$ cat src/rtl/regfile_mp.sv
// regfile_mp: parametrised multi-port register file with two prioritised
// write ports, optional write-to-read bypass, a write-collision flag and a
// hardware clear sweep engine (IDLE -> SWEEP -> DONE).
// Optional feature macro: REGFILE_ZERO_REG_EN (entry 0 hardwired to zero).
module regfile_mp #(
   parameter int DATA_W = 8,
   parameter int ADDR_W = 4,
   parameter int NUM_RD = 2,
   parameter int BYPASS = 1
) (
   input  logic                     clk,
   input  logic                     reset,
   input  logic [NUM_RD*ADDR_W-1:0] rd_addr,
   output logic [NUM_RD*DATA_W-1:0] rd_data,
   input  logic                     wr0_en,
   input  logic [ADDR_W-1:0]        wr0_addr,
   input  logic [DATA_W-1:0]        wr0_data,
   input  logic                     wr1_en,
   input  logic [ADDR_W-1:0]        wr1_addr,
   input  logic [DATA_W-1:0]        wr1_data,
   input  logic                     clr_req,
   output logic                     clr_busy,
   output logic                     clr_done,
   output logic                     wr_conflict
);

   localparam int DEPTH = 2 ** ADDR_W;
   localparam logic [ADDR_W-1:0] LAST_IDX = ADDR_W'(DEPTH - 1);

`ifdef REGFILE_ZERO_REG_EN
   localparam bit ZERO_REG = 1'b1;
`else
   localparam bit ZERO_REG = 1'b0;
`endif

   typedef enum logic [1:0] {
      IDLE  = 2'd0,
      SWEEP = 2'd1,
      DONE  = 2'd2
   } state_t;

   state_t              state, state_nxt;
   logic [ADDR_W-1:0]   idx;
   logic [DATA_W-1:0]   mem [DEPTH];

   logic                wr_open;
   logic                we0, we1;
   logic                conflict_nxt;
   logic [ADDR_W-1:0]   rd_a;
   logic [DATA_W-1:0]   rd_d;

   // Effective write enables: ports are closed during the sweep, wr1 wins a
   // same-address collision, and address 0 is dropped when it is hardwired.
   always_comb begin
      wr_open      = (state != SWEEP);
      we1          = wr1_en && wr_open && !(ZERO_REG && (wr1_addr == '0));
      we0          = wr0_en && wr_open && !(ZERO_REG && (wr0_addr == '0))
                     && !(wr1_en && (wr1_addr == wr0_addr));
      conflict_nxt = wr_open && wr0_en && wr1_en && (wr0_addr == wr1_addr)
                     && !(ZERO_REG && (wr0_addr == '0));
   end

   // FSM state and sweep index register.
   always_ff @(posedge clk or posedge reset) begin
      if (reset) begin
         state <= IDLE;
         idx   <= '0;
      end else begin
         state <= state_nxt;
         if (state == IDLE && clr_req)
            idx <= '0;
         else if (state == SWEEP)
            idx <= (idx == LAST_IDX) ? '0 : idx + 1'b1;
      end
   end

   // Next-state decode and status outputs.
   always_comb begin
      state_nxt = state;
      clr_busy  = 1'b0;
      clr_done  = 1'b0;
      unique case (state)
         IDLE:  if (clr_req) state_nxt = SWEEP;
         SWEEP: begin
            clr_busy = 1'b1;
            if (idx == LAST_IDX) state_nxt = DONE;
         end
         DONE: begin
            clr_done  = 1'b1;
            state_nxt = IDLE;
         end
         default: state_nxt = IDLE;
      endcase
   end

   // Storage: async clear on reset, one entry zeroed per sweep cycle,
   // otherwise port writes (we0/we1 never target the same entry).
   always_ff @(posedge clk or posedge reset) begin
      if (reset) begin
         for (int unsigned i = 0; i < DEPTH; i++)
            mem[i] <= '0;
      end else if (state == SWEEP) begin
         mem[idx] <= '0;
      end else begin
         if (we0) mem[wr0_addr] <= wr0_data;
         if (we1) mem[wr1_addr] <= wr1_data;
      end
   end

   // Collision flag, registered so it shows the cycle after the collision.
   always_ff @(posedge clk or posedge reset) begin
      if (reset)
         wr_conflict <= 1'b0;
      else
         wr_conflict <= conflict_nxt;
   end

   // Combinational read ports with optional same-cycle forwarding; wr1 is
   // applied last so it overrides wr0 on an address match.
   always_comb begin
      rd_data = '0;
      rd_a    = '0;
      rd_d    = '0;
      for (int unsigned k = 0; k < NUM_RD; k++) begin
         rd_a = rd_addr[k*ADDR_W +: ADDR_W];
         rd_d = mem[rd_a];
         if (BYPASS != 0) begin
            if (we0 && (wr0_addr == rd_a)) rd_d = wr0_data;
            if (we1 && (wr1_addr == rd_a)) rd_d = wr1_data;
         end
         if (ZERO_REG && (rd_a == '0)) rd_d = '0;
         rd_data[k*DATA_W +: DATA_W] = rd_d;
      end
   end

endmodule
$ cat config.mk
export PLATFORM = sky130hd
export DESIGN_NAME = regfile_mp
export DESIGN_NICKNAME = d
export VERILOG_FILES = /design/src/rtl/regfile_mp.sv
export SDC_FILE = /design/constraint.sdc
export NUM_CORES = 1
export LEC_CHECK = 0
export ABC_AREA = 0
export BUFFER_PORTS_ARGS = -buffer_cell sky130_fd_sc_hd__buf_2
export CAP_MARGIN = 20
export CELL_PAD_IN_SITES_DETAIL_PLACEMENT = 1
export CELL_PAD_IN_SITES_GLOBAL_PLACEMENT = 2
export CORE_MARGIN = 3
export CORE_UTILIZATION = 30
export CTS_CLUSTER_DIAMETER = 50
export DETAILED_ROUTE_END_ITERATION = 16
export PLACE_DENSITY_LB_ADDON = 0.1
export RECOVER_POWER = 25
export SLEW_MARGIN = 20
export SYNTH_ARGS = -nofsm -noshare
export SYNTH_HDL_FRONTEND = slang
export SYNTH_SLANG_ARGS = --single-unit
$ cat constraint.sdc
create_clock -name clk -period 8.3 [get_ports clk]
set_clock_uncertainty 0.15 [all_clocks]
set_input_delay 0.83 -clock clk [delete_from_list [all_inputs] [get_ports clk]]
set_output_delay 0.83 -clock clk [all_outputs]
set_load 0.01 [all_outputs]
==> impl_metrics.csv <==
group,metric,value,unit
detailed_routing,drtIter0Drc,900,
synth,synth_ff_type,"dfrtp_1",
clock_network,clock_latency,0.44,ns
detailed_routing,wl_met1,25200,um
finish,drive_gt1_frac,0.160,
clock_network,clock_sinks,135,
detailed_routing,wire_per_inst,31.0,um
floorplanning,die_area,38500,um^2
placement,gp_congestion,0.914,
clock_network,postCtsHoldBufs,0,
floorplanning,io_pins,56,
critical_path,r2r_cells,7,
sta,hold_viol_final,0,
worst_hold_path,hp-class,"flop to flop",
finish,syn2layout_area_growth,9.32,%
finish,nets,1278,
critical_path,ff2ff_setup_slack,3.98,ns
detailed_routing,via_count,11100,
finish,fin_util,0.333,
global_routing,grt.overflow.total,0,
detailed_routing,viasPerCell,6.52,
critical_path,arrival,3.49,ns
synth,async_flop_share,1.00,
detailed_routing,top_layer_used,"met5",
sta,fin_crit,4.47,ns
detailed_routing,ant_nets,0,
clock_network,cts_tree,"done",
worst_hold_path,hold_depth,1,
synth,synth_top_area_cell,"dfrtp_1",
clock_network,cts_buffers,17,
critical_path,rr_endpoint,"mem[126]",
detailed_routing,wl_met2,22600,um
critical_path,critical_path.max_fanout,39,
clock_network,cts_max_path_buffers,2,
power_and_ir_drop,p_sw_frac,0.441,
synth,netlist_area,10900,um^2
placement,placed_cell_area,11300,um^2
global_routing,grt_pass1_vias,10900,
finish,final_cell_count_no_fill,1709,
detailed_routing,drc,0,
power_and_ir_drop,p_sw,1.46,mW
sta,final.period_utilization,0.538,
synth,synth_top_cells_by_area,"dfrtp_1 31%, mux4_2 13%, nand3_1 13%",
floorplanning,core-area,35700,um^2
synth,yosys_warnings,0,
sta,drv_slew,98,
synth,synth_top_area_frac,0.311,
worst_hold_path,min_to,"idx[2]",
power_and_ir_drop,vdd_ir_drop_max,107,uV
job,cap_violations,2,
power_and_ir_drop,pwr-share-seq,0.339,
placement,port_buffers,55,
clock_network,cts_resized,0,
synth,synth.top_cells.by_count,"278 x nand3_1, 160 x a22oi_1, 145 x nand2_1",
worst_hold_path,worstHoldStart,"state[0]",
global_routing,track_usage,0.275,
synth,netlist_instances,1257,
detailed_routing,drt-total-wl,53000,um
critical_path,worstSetupEndpointType,"output port",
finish,fin_area,11900,um^2
outcome,violations,"max-capacitance violations, max-slew violations",
clock_network,clk_pin_slew,0.06,ns
power_and_ir_drop,power,3.31,mW
floorplanning,fp.dieH,196,um
detailed_routing,dr.pass1.iters,5,
power_and_ir_drop,internal_power,1.85,mW
placement,dpl.cell_count,1679,
synth,avgSynthCellArea,8.64,um^2
synth,synth_cell_types,43,
clock_network,postCtsSetupRepairBufs,0,
clock_network,ctsRootBufferMaster,"clkbuf_16",
sta,tns,0,ns
critical_path,r2r-start,"state[1]",
synth,yosysMostFrequentCell,"nand3_1",
sta,rsz0062_at_grt,"false",
critical_path,cp.required,7.32,ns
power_and_ir_drop,comb_power_share,0.430,
critical_path,worstSetupStartpointType,"flop",
global_routing,grt_max_degree,74,
power_and_ir_drop,clockPowerShare,0.231,
placement,dpl_worst_slack,3.97,ns
synth,syn-num-nets,1298,
detailed_routing,dr_wl_met3,3750,um
sta,holdWs,0.427,ns
global_routing,grt_pass1_wl,78000,um
global_routing,antenna_found_initial,1,
floorplanning,placementRows,69,
clock_network,cts-htree-levels,4,
sta,fmax,224,MHz
sta,setup_viol,0,
sta,worst_slew_pin_slew,3.28,ns
sta,setup_ws,3.83,ns
synth,ys_ff_latch,135,
power_and_ir_drop,p_leak,4.83,nW
sta,slew_headroom,-1.20,
critical_path,path_class,"flop to output port",
floorplanning,initial_core_util,0.304,
power_and_ir_drop,p_per_area,279,nW/um^2
synth,yosysSeqAreaShare,0.311,
placement,dp_hpwl,36300,um
synth,synth_edf_count,0,
outcome,status,"finished with violations",
floorplanning,dieWidth,196,um
==> metal layers <==
layer | vias to the layer above | global-route usage
met5 | - | 0
met4 | 2 | 0.0850
met3 | 62 | 0.0462
met2 | 416 | 0.395
met1 | 5843 | 0.419
li1 | 4821 | -
==> state kept, by name, summed over array words and instances, names as in the netlist <==
signal and count:
wr_conflict 1, state 2, idx 4, mem 128
==> worst max-delay path, stage by stage, from the launching register on <==
cell	delay, ns
dfrtp_1	0.39
nand2b_1	1.10
nand4_1	0.89
a31oi_1	0.45
buf_2	0.19
==> worst max path at each step <==
stage / startpoint / end / slack, ns / cells past startpoint
final: state[1] / rd_data[14] / 3.83 / 4
after detailed placement: wr1_addr[0] / rd_data[9] / 3.97 / 8
after CTS: wr1_addr[0] / rd_data[9] / 3.97 / 8
after floorplan: reset / idx[0] / 3.71 / 1
after global placement: wr1_addr[0] / rd_data[9] / 4.05 / 8
after global routing: reset / mem[90] / 3.32 / 3
==> power groups by stage <==
stage          logic [mW]  clock network [mW]  registers (mW)
2_1_floorplan        1.02                   0            1.01
3_5_place_dp         1.41                   0            1.12
3_3_place_gp         1.38                   0            1.11
5_1_grt              1.55               0.810            1.15
6_report             1.42               0.765            1.12
4_1_cts              1.41               0.783            1.11
==> cell type report <==
cell class / instances / area, um^2
fillers: 4168 / 23800
multi-input cells: 1003 / 6900
flip-flops and latches: 135 / 3380
well taps: 461 / 577
clock buffers: 26 / 519
repair buffers: 76 / 429
clock inverters: 3 / 40.0
inverters: 4 / 18.8
diodes: 1 / 2.50
==> kinds of logic (layout without fill, tap and decap cells) <==
logic type / Yosys count / in the layout / synth area share
flip-flops: 135 / 135 / 0.311
buffers and inverters: 119 / 109 / 0.0541
multiplexers: 65 / 65 / 0.134
XOR/XNOR: 21 / 21 / 0.0169
AO/OA/AOI/OAI: 374 / 374 / 0.229
AND/OR/NAND/NOR: 539 / 539 / 0.250
other: 0 / 1 / 0
adder cells (fa/ha/maj): 4 / 4 / 0.00461
==> layout by cell type (no fill, tap or decap), types with 6 or more instances in the layout <==
cell and instances:
a21boi_2 12, a21oi_1 76, a22oi_1 160, a31oi_1 83
and2_1 6, and4_1 18, buf_2 55, buf_4 20
clkbuf_16 17, clkbuf_8 6, dfrtp_1 135, mux4_2 64
nand2_1 145, nand3_1 278, nor2_1 40, nor2b_1 14
o21ai_0 16, o21ai_1 16, xnor2_1 15, xor2_1 6
Note: power is estimated with default switching activity, not from simulation.
